File: config.mk
export PLATFORM = sky130hd
export DESIGN_NAME = cal_norm_sched_flat
export DESIGN_NICKNAME = d
export VERILOG_FILES = /design/src/rtl/cal_norm_sched_if.sv /design/src/rtl/cal_norm_sched.sv /design/src/flat_wrapper.sv
export SDC_FILE = /design/constraint.sdc
export NUM_CORES = 1
export LEC_CHECK = 0
export ABC_AREA = 1
export BUFFER_PORTS_ARGS = -buffer_cell sky130_fd_sc_hd__buf_2
export CAP_MARGIN = 15
export CORE_AREA = 4 4 132 134
export DETAILED_ROUTE_END_ITERATION = 10
export DIE_AREA = 0 0 136 138
export PLACE_DENSITY = 0.79
export SKIP_CTS_REPAIR_TIMING = 1
export SYNTH_ARGS = -nofsm -noshare
export SYNTH_HDL_FRONTEND = slang
export SYNTH_SLANG_ARGS = --single-unit
File: constraint.sdc
create_clock -name clk -period 7.9 [get_ports clk]
set_input_delay 1.58 -clock clk [delete_from_list [all_inputs] [get_ports clk]]
set_output_delay 1.58 -clock clk [all_outputs]
set_load 0.01 [all_outputs]
File: src/rtl/cal_norm_sched_if.sv
// Requester-side bus of cal_norm_sched: per-channel request levels and operands,
// one-hot acknowledge and the shared result return path.
interface cal_norm_sched_if #(
  parameter int unsigned NCH = 8
);
  localparam int unsigned ChW = (NCH > 1) ? $clog2(NCH) : 1;

  logic [NCH-1:0]    req;
  logic [16*NCH-1:0] req_curr;
  logic [16*NCH-1:0] req_per;
  logic [NCH-1:0]    ack;
  logic              res_valid;
  logic [ChW-1:0]    res_ch;
  logic [15:0]       res_data;

  modport master (
    output req, req_curr, req_per,
    input  ack, res_valid, res_ch, res_data
  );

  modport slave (
    input  req, req_curr, req_per,
    output ack, res_valid, res_ch, res_data
  );
endinterface

File: src/rtl/cal_norm_sched.sv
// Round-robin sequencer sharing one fixed-latency cal_norm unit between NCH channels.
// Optional CAL_SCHED_ZERO_BYPASS_EN: a zero period skips the normaliser and returns 16'hFFFF.
module cal_norm_sched #(
  parameter int unsigned NCH      = 8,
  parameter int unsigned NORM_LAT = 300
) (
  input  logic                   clk,
  input  logic                   rst_n,
  cal_norm_sched_if.slave        bus,
  output logic                   busy,
  output logic                   norm_go,
  output logic [15:0]            norm_curr,
  output logic [15:0]            norm_per,
  input  logic [15:0]            norm_result
);
  localparam int unsigned ChW  = (NCH > 1) ? $clog2(NCH) : 1;
  localparam int unsigned CntW = (NORM_LAT > 1) ? $clog2(NORM_LAT) : 1;
  localparam logic [CntW-1:0] CntLoad = CntW'(NORM_LAT - 1);

  typedef enum logic [1:0] {StIdle, StIssue, StWait, StCapture} state_e;

  state_e          state_q, state_d;
  logic [CntW-1:0] cnt_q, cnt_d;
  logic [ChW-1:0]  last_q, last_d;
  logic [ChW-1:0]  cur_ch_q, cur_ch_d;
  logic [15:0]     norm_curr_q, norm_curr_d;
  logic [15:0]     norm_per_q, norm_per_d;
  logic [15:0]     res_data_q, res_data_d;
  logic [ChW-1:0]  res_ch_q, res_ch_d;

  logic           any_req;
  logic [ChW-1:0] grant;
  logic [15:0]    sel_curr;
  logic [15:0]    sel_per;

  assign any_req = |bus.req;

  // Later iterations win, so the channel right after last_q has top priority.
  always_comb begin
    int unsigned idx;
    grant = '0;
    idx   = 0;
    for (int unsigned i = 0; i < NCH; i++) begin
      idx = (32'(last_q) + NCH - i) % NCH;
      if (bus.req[idx[ChW-1:0]]) grant = idx[ChW-1:0];
    end
  end

  assign sel_curr = bus.req_curr[{grant, 4'b0000} +: 16];
  assign sel_per  = bus.req_per[{grant, 4'b0000} +: 16];

  always_comb begin
    state_d     = state_q;
    cnt_d       = cnt_q;
    last_d      = last_q;
    cur_ch_d    = cur_ch_q;
    norm_curr_d = norm_curr_q;
    norm_per_d  = norm_per_q;
    res_data_d  = res_data_q;
    res_ch_d    = res_ch_q;
    unique case (state_q)
      StIdle: begin
        if (any_req) begin
          cur_ch_d    = grant;
          norm_curr_d = sel_curr;
          norm_per_d  = sel_per;
          state_d     = StIssue;
`ifdef CAL_SCHED_ZERO_BYPASS_EN
          if (sel_per == 16'd0) begin
            state_d    = StCapture;
            res_data_d = 16'hFFFF;
            res_ch_d   = grant;
          end
`endif
        end
      end
      StIssue: begin
        cnt_d   = CntLoad;
        state_d = StWait;
      end
      StWait: begin
        // Result is registered on the way into CAPTURE so it is valid alongside ack.
        if (cnt_q == '0) begin
          state_d    = StCapture;
          res_data_d = norm_result;
          res_ch_d   = cur_ch_q;
        end else begin
          cnt_d = cnt_q - 1'b1;
        end
      end
      StCapture: begin
        last_d  = cur_ch_q;
        state_d = StIdle;
      end
      default: state_d = StIdle;
    endcase
  end

  always_ff @(posedge clk or negedge rst_n) begin
    if (!rst_n) begin
      state_q     <= StIdle;
      cnt_q       <= '0;
      last_q      <= ChW'(NCH - 1);
      cur_ch_q    <= '0;
      norm_curr_q <= '0;
      norm_per_q  <= '0;
      res_data_q  <= '0;
      res_ch_q    <= '0;
    end else begin
      state_q     <= state_d;
      cnt_q       <= cnt_d;
      last_q      <= last_d;
      cur_ch_q    <= cur_ch_d;
      norm_curr_q <= norm_curr_d;
      norm_per_q  <= norm_per_d;
      res_data_q  <= res_data_d;
      res_ch_q    <= res_ch_d;
    end
  end

  assign busy          = (state_q != StIdle);
  assign norm_go       = (state_q == StIssue);
  assign norm_curr     = norm_curr_q;
  assign norm_per      = norm_per_q;
  assign bus.res_valid = (state_q == StCapture);
  assign bus.ack       = (state_q == StCapture) ? (NCH'(1) << cur_ch_q) : '0;
  assign bus.res_data  = res_data_q;
  assign bus.res_ch    = res_ch_q;
endmodule

File: src/flat_wrapper.sv
// flat-port wrapper written by rule: the top's interface ports become plain ports
module cal_norm_sched_flat 
#(
  parameter int unsigned NCH      = 8,
  parameter int unsigned NORM_LAT = 300
)
  (clk, rst_n, busy, norm_go, norm_curr, norm_per, norm_result, bus_req, bus_req_curr, bus_req_per, bus_ack, bus_res_valid, bus_res_ch, bus_res_data);
  cal_norm_sched_if #(.NCH(NCH)) bus_i ();
  input  logic clk;
  input  logic rst_n;
  output logic busy;
  output logic norm_go;
  output logic [15:0] norm_curr;
  output logic [15:0] norm_per;
  input  logic [15:0] norm_result;
  input wire logic [$bits(bus_i.req)-1:0] bus_req;
  input wire logic [$bits(bus_i.req_curr)-1:0] bus_req_curr;
  input wire logic [$bits(bus_i.req_per)-1:0] bus_req_per;
  output wire logic [$bits(bus_i.ack)-1:0] bus_ack;
  output wire logic [$bits(bus_i.res_valid)-1:0] bus_res_valid;
  output wire logic [$bits(bus_i.res_ch)-1:0] bus_res_ch;
  output wire logic [$bits(bus_i.res_data)-1:0] bus_res_data;
  assign bus_i.req = bus_req;
  assign bus_i.req_curr = bus_req_curr;
  assign bus_i.req_per = bus_req_per;
  assign bus_ack = bus_i.ack;
  assign bus_res_valid = bus_i.res_valid;
  assign bus_res_ch = bus_i.res_ch;
  assign bus_res_data = bus_i.res_data;
  cal_norm_sched #(.NCH(NCH), .NORM_LAT(NORM_LAT)) u_core (.clk(clk), .rst_n(rst_n), .bus(bus_i), .busy(busy), .norm_go(norm_go), .norm_curr(norm_curr), .norm_per(norm_per), .norm_result(norm_result));
endmodule
### Word level (Yosys, flattened, before mapping)

Index checks and enable logic that the tools add are counted.

* register bits: 68
* bits of input ports: 282
* output and inout port bits: 62
* logic and storage cells: 73

* add/sub/neg operators: 9
* $lt $le $gt $ge: 8
* equality and inequality tests: 6
* shifts and indexed selects: 3
* multiplexer cells: 30
* reduce and logical (&&, ||, !) cells: 9

Operators by type and width (number)
* 128-bit by 8-bit indexed part select with 16-bit output: 2
* 3-bit by 4-bit < comparator with 1-bit output, second input constant: 8
* 1-bit binary-select mux with 3-bit select: 8
* 3-bit 2-to-1 mux: 8
* 9-bit case mux with 2 select lines: 1
* 3-bit subtractor, second input constant: 4
* 9-bit logical NOT: 1
* 9-bit 2-to-1 mux: 1
* 9-bit by 1-bit subtractor with 9-bit output, second input constant: 1
* 1-bit 2-to-1 mux: 8
* 8-bit 2-to-1 mux: 1
* 2-bit case mux with 4 select lines: 1
* 2-bit AND reduction: 4
* 8-bit OR reduction: 1
* 1-bit by 3-bit << shifter with 8-bit output, first input constant: 1
* 3-bit by 2-bit subtractor with 3-bit output, second input constant: 2
* 2-bit equality test, second input constant: 2
* 2-bit 2-to-1 mux: 2
* 2-bit by 1-bit inequality test with 1-bit output, second input constant: 2
* 2-bit nonzero test: 2
* 3-bit by 1-bit adder with 3-bit output, second input constant: 1
* 3-bit by 1-bit subtractor with 3-bit output, second input constant: 1
* 2-bit by 1-bit equality test with 1-bit output, second input constant: 1
* 2-bit logical NOT: 1
* 2-bit inequality test, second input constant: 1

### Longest topological paths before layout

Gate-level depths: netlist (run 1).

* word-level depth: 12
* mapped depth: 27
* gate-level depth less buffers: 23

### Worst setup path before layout (run 1)

OpenSTA, ideal clock, no wires.

* path kind: in2reg
* start point: input bus_req[7]
* end point: register u_core.norm_per_q[10] (netlist: u_core.norm_per[10])
* setup time: 118 ps
* arrival: 2954 ps
* data required time: 7782 ps
* setup slack: 4828 ps
* stages on the path: 16
* path buffers: 1
* cells stage by stage: nand2_1 -> nand3_1 -> nand2_1 -> o21ai_0 -> nand2_1 -> nand2_1 -> nand3_1 -> nand3_1 -> nand3_1 -> nand3_1 -> nand2_1 -> nand2_1 -> clkbuf_1 -> nand3_1 -> nand3_1 -> nand2_1

* longest elaborated chain between the ends: 11
* elaborated cells between the ends (all ways): 27
* classes of those cells: shift: 1; mux: 24; reduce/logical: 2

RTL lines
* start: declaration: RTL line flat_wrapper.sv:16 `input wire logic [$bits(bus_i.req)-1:0] bus_req;`
* 1-bit binary-select mux with 3-bit select: RTL line cal_norm_sched.sv:45 `if (bus.req[idx[ChW-1:0]]) grant = idx[ChW-1:0];`
* 1-bit 2-to-1 mux (implied by the code): RTL line cal_norm_sched.sv:45
* 3-bit 2-to-1 mux (8 in a row): RTL line cal_norm_sched.sv:45
* 128-bit by 8-bit indexed part select with 16-bit output: RTL line cal_norm_sched.sv:50 `assign sel_per = bus.req_per[{grant, 4'b0000} +: 16];`
* end signal: assignment: RTL line cal_norm_sched.sv:115 `norm_per_q <= norm_per_d;`
* end: declaration: RTL line cal_norm_sched.sv:27 `logic [15:0] norm_per_q, norm_per_d;`

Parallel ways exist; a longest one is shown, timed or not. The select of a mux whose other input is x is not followed.
A chain may end at the register's enable or synchronous reset.

### Final worst setup path (run 1)

* start point: register u_core.last_q[1]
* end point: register u_core.norm_curr_q[2] (netlist: u_core.norm_curr[2])

* longest elaborated chain between the ends: 12
* elaborated cells between the ends (all ways): 33
* classes of those cells: add/sub: 8; shift: 1; mux: 24

RTL lines
* start: declaration: RTL line cal_norm_sched.sv:24 `logic [ChW-1:0] last_q, last_d;`
* start signal: assignment: RTL line cal_norm_sched.sv:103 `last_q <= ChW'(NCH - 1);`
* start signal: assignment: RTL line cal_norm_sched.sv:112 `last_q <= last_d;`
* 3-bit by 1-bit adder with 3-bit output (*): RTL line cal_norm_sched.sv:44 `idx = (32'(last_q) + NCH - i) % NCH;`
* 3-bit by 1-bit subtractor with 3-bit output or 1-bit binary-select mux with 3-bit select (tied branches): RTL line cal_norm_sched.sv:44, cal_norm_sched.sv:45
* 1-bit binary-select mux with 3-bit select or 1-bit 2-to-1 mux (tied branches): RTL line cal_norm_sched.sv:45
* 1-bit 2-to-1 mux (implied by the code) or 3-bit 2-to-1 mux (tied branches): RTL line cal_norm_sched.sv:45
* 3-bit 2-to-1 mux (6 in a row): RTL line cal_norm_sched.sv:45
* 3-bit 2-to-1 mux (*): RTL line cal_norm_sched.sv:45
* 128-bit by 8-bit indexed part select with 16-bit output (*): RTL line cal_norm_sched.sv:49 `assign sel_curr = bus.req_curr[{grant, 4'b0000} +: 16];`
* end signal: assignment: RTL line cal_norm_sched.sv:114 `norm_curr_q <= norm_curr_d;`
* end: declaration: RTL line cal_norm_sched.sv:26 `logic [15:0] norm_curr_q, norm_curr_d;`

Mark *: on every way between the ends. The rest lies on a longest branch, timed or not. The select of a mux whose other input is x is not followed.

==> results of run 1 <==
cells in the mapped netlist:
master    instances  share of area [%]
inv_1            28                1.7
nand2_2           8               0.81
nor4_1            1               0.10
ha_1              7                1.4
o21ai_0          11               0.89
a21boi_1          1               0.12
a22oi_1           1               0.12
nor3_1            3               0.24
nor2_1           18                1.1
dfrtp_1          65                 26
buf_2            36                2.9
a21oi_1           8               0.65
inv_4             1               0.10
o21a_1            3               0.36
o21ai_1           2               0.16
nand3_2           2               0.32
buf_1             2               0.12
dfstp_2           3                1.3
inv_2             5               0.30
a31oi_1           1               0.10
o211ai_1          1               0.12
nand3_1         260                 21
xor2_1            4               0.57
mux2_2           16                2.9
buf_6             4               0.73
buf_4            22                2.7
o22ai_1           3               0.30
nand4_1           1               0.10
xnor2_1           3               0.42
nand2_1         518                 31
clkbuf_1         10               0.61
per-stage QoR:
| stage | setup slack (ns) | std cells |
|---|---|---|
| 2_1_floorplan | 4.828 | 1048 |
| 3_3_place_gp | 3.354 | 1543 |
| 3_5_place_dp | 3.303 | 1544 |
| 4_1_cts | 3.621 | 1560 |
| 5_1_grt | 3.187 | 1561 |
| 6_report | 3.614 | 1561 |
registers in the layout, indices dropped and copies added, names as in the netlist:
register / count
u_core.norm_per: 16
u_core.norm_curr: 16
u_core.cnt_q: 9
u_core.bus.res_ch: 3
u_core.cur_ch_q: 3
u_core.last_q: 3
u_core.state_q: 2
u_core.bus.res_data: 16
area by class of cell:
type                            count  area [sq um]
Timing Repair Buffer              351          1812
Inverter                           34         130.1
Sequential cell                    68          1705
Multi-Input combinational cell    872          3951
Clock buffer                       10         229.0
Fill cell                        1717          8098
Clock inverter                      6         88.84
Tap cell                          220         275.3
worst max-delay path by stage:
stage	slack, ns	start	to	cells past startpoint
4_1_cts	3.62	u_core.last_q[1]$_DFFE_PN1P_	u_core.norm_curr[6]$_DFFE_PN0P_	22
3_5_place_dp	3.30	bus_req[2]	u_core.norm_curr[6]$_DFFE_PN0P_	21
3_3_place_gp	3.35	bus_req[2]	u_core.norm_per[13]$_DFFE_PN0P_	21
6_report	3.61	u_core.last_q[1]$_DFFE_PN1P_	u_core.norm_curr[2]$_DFFE_PN0P_	22
5_1_grt	3.19	u_core.last_q[1]$_DFFE_PN1P_	u_core.norm_curr[0]$_DFFE_PN0P_	22
2_1_floorplan	4.83	bus_req[7]	u_core.norm_per[10]$_DFFE_PN0P_	16
layout by cell type, fill, tap and decap left out, drive strengths merged:
master,count
a31oi,1
buf,351
xor2,4
nor4,1
dfrtp,65
nor3,3
o21ai,13
dfstp,3
a21oi,8
clkinv,1
nand3,262
o211ai,1
nand4,1
clkinvlp,2
bufinv,2
a22oi,1
clkbuf,10
mux2,16
xnor2,3
nand2,526
o22ai,3
inv,35
ha,7
a21boi,1
nor2,18
o21a,3
worst reg2reg max path: cells and delay by family (launching register included):
family                   cells  cell delay, ns
adder cells (fa/ha/maj)      1            0.40
buffers and inverters        4            0.93
AND/OR/NAND/NOR             17            2.23
flip-flops                   1            0.66
metal layers:
layer,vias to the layer above,GRT usage [%],routed length (microns)
met2,368,42.03,11670
li1,3954,-,-
met1,3644,30.34,9793
met4,0,9.920,743
met3,53,5.269,2181
met5,-,0,0
kinds of logic after synthesis:
family / count (synthesis) / share of synthesized area [%]
muxes: 16 / 2.913
buffers and inverters: 108 / 9.143
adders and majority gates: 7 / 1.416
and+or+nand+nor: 811 / 55.14
AOI/OAI and AO/OA: 31 / 2.832
DFF: 68 / 27.57
xor gates and xnor gates: 7 / 0.9911
==> flow_summary_export.csv, run 1 <==
group,metric,value,unit
global_route,grt.overflow.total,0,
clocking,h-tree-depth,3,
route,drt_iter0_markers,469,
sta,finClkSkew,0.006731,ns
run,cap_violations,0,
sta,fin_setup_tns,0,ns
setup_path,crit_path_frequent_cell,"nand2_1",
route,vias_per_cell,5.137,
setup_path,reg2reg_slack,3.61,ns
global_route,track_usage,24.74,%
sta,final-setup-viol-count,0,
route,ant_nets,0,
sta,rsz0062_at_grt,"no",
global_route,grt_max_degree,100,
clocking,cts_tree,"done",
floorplanning,core,16290,sq um
setup_path,path_cells,"inv_2, ha_1, inv_1, nand3_1, nand3_2, nand2_2, inv_2, nand2_1, nand2_1, nand2_1, nand2_1, nand2_1, nand2_1, nand2_4, nand2_4, buf_4, nand2_1, nand2_1, nand2_1, nand3_1, nand3_1, nand2_1",
logic_synthesis,avgSynthCellArea,5.903,sq um
min_path,holdPathEnd,"u_core.norm_per[3]$_DFFE_PN0P_",
logic_synthesis,synth_nets,1337,
clocking,cts_buffers,9,
logic_synthesis,seq_area_frac_synth,27.57,%
global_route,grt_pass1_wl,37550,microns
setup_path,critPathCaptureType,"register",
place,place_area,7854,sq um
setup_path,critPathTopFamily,"simple AND/OR/NAND/NOR gates",
floorplanning,io_pins,344,
global_route,first_global_vias,7501,
logic_synthesis,netlist_area,6186,sq um
setup_path,required,8.18,ns
logic_synthesis,synth_seq_cells,68,
place,gp_congestion,0.8715,
route,routed_wl,24380,microns
setup_path,r2r_end,"u_core.norm_curr[2]$_DFFE_PN0P_",
setup_path,path_class,"register to register",
setup_path,critPathMaxFanout,92,
floorplanning,die_w,136,microns
route,drc,0,
setup_path,start_kind,"register",
finish,syn2layout_area_growth,32.42,%
floorplanning,dieArea,18770,sq um
sta,slew_headroom,25.57,%
outcome,status,"finished clean",
sta,drv_slew,0,
min_path,hp-start,"u_core.norm_per[3]$_DFFE_PN0P_",
finish,diodes,0,
setup_path,cpPeakStageDelay,0.77,ns
sta,tightest_slew,1.114,ns
floorplanning,die_h,138,microns
clocking,clk_pin_slew,0.06,ns
clocking,root_buffer,"clkbuf_16",
clocking,cts_max_path_buffers,2,
logic_synthesis,yosysWarnings,0,
sta,finalCritPeriodShare,54.26,%
setup_path,cp.buffers_inverters,4,
sta,hold_viol,0,
min_path,hold_depth,2,
logic_synthesis,synthCells,1048,
floorplanning,initial_core_util,37.98,%
sta,hold_slack,0.4769,ns
route,dr_total_vias,8019,
global_route,antenna_found_initial,0,
logic_synthesis,yosysUniqueCellTypes,31,
setup_path,reg2regPathDepth,22,
clocking,cts_sinks,68,
finish,drive_gt1_share,30.13,%
floorplanning,row_count,47,
finish,final_area,8192,sq um
setup_path,r2r_start,"u_core.last_q[1]$_DFFE_PN1P_",
finish,fin_util,50.29,%
route,wl_per_cell,15.62,microns
sta,fmax,233.3,MHz
place,hpwl,17850,microns
setup_path,slowest_stage,"nand2_4",
route,drtPass1Iterations,6,
finish,fin_nets,1625,
clocking,clock_latency,0.34,ns
place,io_buffers,343,
min_path,hold_path.class,"register to register",
sta,final.min_clock_period,4.286,ns
setup_path,worstPathArrival,4.57,ns
Power of run 1 is not shown: default switching activity piles up to over one toggle a cycle in this logic, so the estimate is an artifact.
==> inputs of run 2 (changes only) <==
==> constraint.sdc (replaced) <==
create_clock -name clk -period 4.5 [get_ports clk]
set_input_delay 0.9 -clock clk [delete_from_list [all_inputs] [get_ports clk]]
set_output_delay 0.9 -clock clk [all_outputs]
set_load 0.01 [all_outputs]
==> run 2 against run 1 <==
Against the previous run:
- register-to-register slack lost 3.0 ns
- utilization grew 0.35 points
- worst hold slack is essentially flat
- non-clock buffer count grew 6
- critical path type unchanged
- design area grew 0.70%
- global-route usage grew 0.78 points
- final cell count grew 0.38%
- clock skew grew 0.0025 ns
- die area is the same
- flip-flop and latch count is the same
- critical endpoint is now u_core.norm_per[10]$_DFFE_PN0P_
- via count shrank 1.2%
- count of clock-buffer cells in the layout shrank 1
==> flow_summary_export.csv, run 2 (synthesis results as in run 1) <==
group,metric,value,unit
global_route,first_global_vias,7539,
route,vias_per_cell,5.057,
setup_path,worstPathArrival,4.21,ns
floorplanning,row_count,47,
sta,tightest_slew,1.055,ns
sta,drv_slew,0,
route,drc,0,
finish,diodes,0,
sta,final-setup-viol-count,0,
setup_path,cpPeakStageDelay,0.66,ns
sta,final.min_clock_period,3.927,ns
global_route,grt.overflow.total,0,
setup_path,start_kind,"register",
setup_path,required,4.78,ns
place,gp_congestion,0.8641,
sta,finClkSkew,0.009201,ns
sta,timing.final.ws_setup,0.5726,ns
route,drtPass1Iterations,5,
place,place_ws,0.5853,ns
run,cap_violations,0,
route,wl_per_cell,15.97,microns
global_route,grt_max_degree,69,
floorplanning,dieArea,18770,sq um
route,ant_nets,0,
place,place_area,7891,sq um
setup_path,critPathTopFamily,"simple AND/OR/NAND/NOR gates",
sta,slew_headroom,29.50,%
place,io_buffers,343,
clocking,clk_pin_slew,0.07,ns
place,hpwl,19020,microns
clocking,cts_max_path_buffers,2,
finish,drive_gt1_share,30.51,%
clocking,cts_sinks,68,
finish,fin_nets,1631,
floorplanning,die_h,138,microns
setup_path,slowest_stage,"dfstp_2",
floorplanning,io_pins,344,
sta,hold_viol,0,
floorplanning,core,16290,sq um
global_route,grt_pass1_wl,38490,microns
min_path,hold_path.class,"register to register",
finish,fillers,1672,
finish,syn2layout_area_growth,33.35,%
sta,rsz0062_at_grt,"no",
floorplanning,die_w,136,microns
setup_path,critPathMaxFanout,61,
clocking,cts_buffers,9,
sta,fin_setup_tns,0,ns
global_route,track_usage,25.52,%
outcome,status,"finished clean",
setup_path,cp.buffers_inverters,4,
clocking,clock_latency,0.34,ns
floorplanning,initial_core_util,37.98,%
route,drt_iter0_markers,619,
finish,final_common_cell,"nand2_1",
setup_path,path_class,"register to register",
route,routed_wl,25030,microns
sta,finalCritPeriodShare,87.28,%
clocking,cts_tree,"done",
setup_path,crit_path_frequent_cell,"nand2_1",
setup_path,path_cells,"inv_2, ha_1, inv_1, nand3_1, nand3_1, nand2_1, inv_2, nand2_1, nand2_1, nand2_1, nand2_1, nand2_1, nand2_4, nand2_4, buf_4, nand2_1, nand2_1, nand2_1, nand3_1, nand3_1, nand2_1",
clocking,root_buffer,"clkbuf_16",
sta,fmax,254.6,MHz
setup_path,critPathCaptureType,"register",
clocking,h-tree-depth,3,
route,dr_total_vias,7925,
finish,final_cell_mix,"nand2_1, buf_2, nand3_1",
finish,final_area,8249,sq um
global_route,antenna_found_initial,0,
[run 2: cell count changes in the layout (fill, tap and decap cells not counted)]
cell	before	now
buf_4	7	13
clkbuf_1	1	0
clkinv_2	1	0
clkinvlp_4	2	1
inv_6	1	3
inv_8	0	1
[run 2: per-layer routing]
layer | routed length [microns] | GRT usage, % | part of all wire [%] | up-vias
met5 | 0 | 0 | 0 | -
li1 | - | - | - | 3970
met2 | 11600 | 42.14 | 46 | 395
met1 | 10250 | 32.33 | 41 | 3507
met4 | 941 | 10.13 | 3.8 | 0
met3 | 2234 | 5.560 | 8.9 | 53
[run 2: worst reg2reg max path: stages (launching register included)]
cell and delay, ns:
dfstp_2 0.66, inv_2 0.13, ha_1 0.40, inv_1 0.15, nand3_1 0.13, nand3_1 0.11, nand2_1 0.14, inv_2 0.05
nand2_1 0.06, nand2_1 0.04, nand2_1 0.05, nand2_1 0.04, nand2_1 0.09, nand2_4 0.22, nand2_4 0.62, buf_4 0.42
nand2_1 0.08, nand2_1 0.09, nand2_1 0.06, nand3_1 0.14, nand3_1 0.08, nand2_1 0.11
[run 2: area by class of cell]
type	instances	area, sq um	area share [%]
multi-input cells	872	3951	47.90
repair buffers	357	1857	22.51
flip-flops and latches	68	1705	20.67
well taps	220	275.3	3.337
clock buffers	9	225.2	2.730
inverters	34	130.1	1.577
clock inverters	7	105.1	1.274
[run 2: stage by stage]
step	util (%)	hold WS (ns)	cells
6_report	50.64	0.4765	1567
5_1_grt	50.64	0.5017	1567
4_1_cts	50.47	0.4774	1566
3_5_place_dp	48.44	0.4597	1550
3_3_place_gp	48.44	0.4580	1550
2_1_floorplan	-	0.4574	1048
[run 2: worst paths after layout]
check | to | slack [ns] | from | cells after the start
max in group asynchronous | u_core.norm_per[5]$_DFFE_PN0P_ | 3.24 | rst_n | 1
worst min-delay path | u_core.norm_curr[10]$_DFFE_PN0P_ | 0.48 | u_core.norm_curr[10]$_DFFE_PN0P_ | 2
worst min register to register | u_core.norm_curr[10]$_DFFE_PN0P_ | 0.48 | u_core.norm_curr[10]$_DFFE_PN0P_ | 2
min in group asynchronous | u_core.bus.res_data[12]$_DFFE_PN0P_ | 0.69 | rst_n | 1
worst max-delay path | u_core.norm_per[10]$_DFFE_PN0P_ | 0.57 | u_core.last_q[1]$_DFFE_PN1P_ | 21
worst max register to register | u_core.norm_per[10]$_DFFE_PN0P_ | 0.57 | u_core.last_q[1]$_DFFE_PN1P_ | 21
Power of run 2 is left out for the same reason.
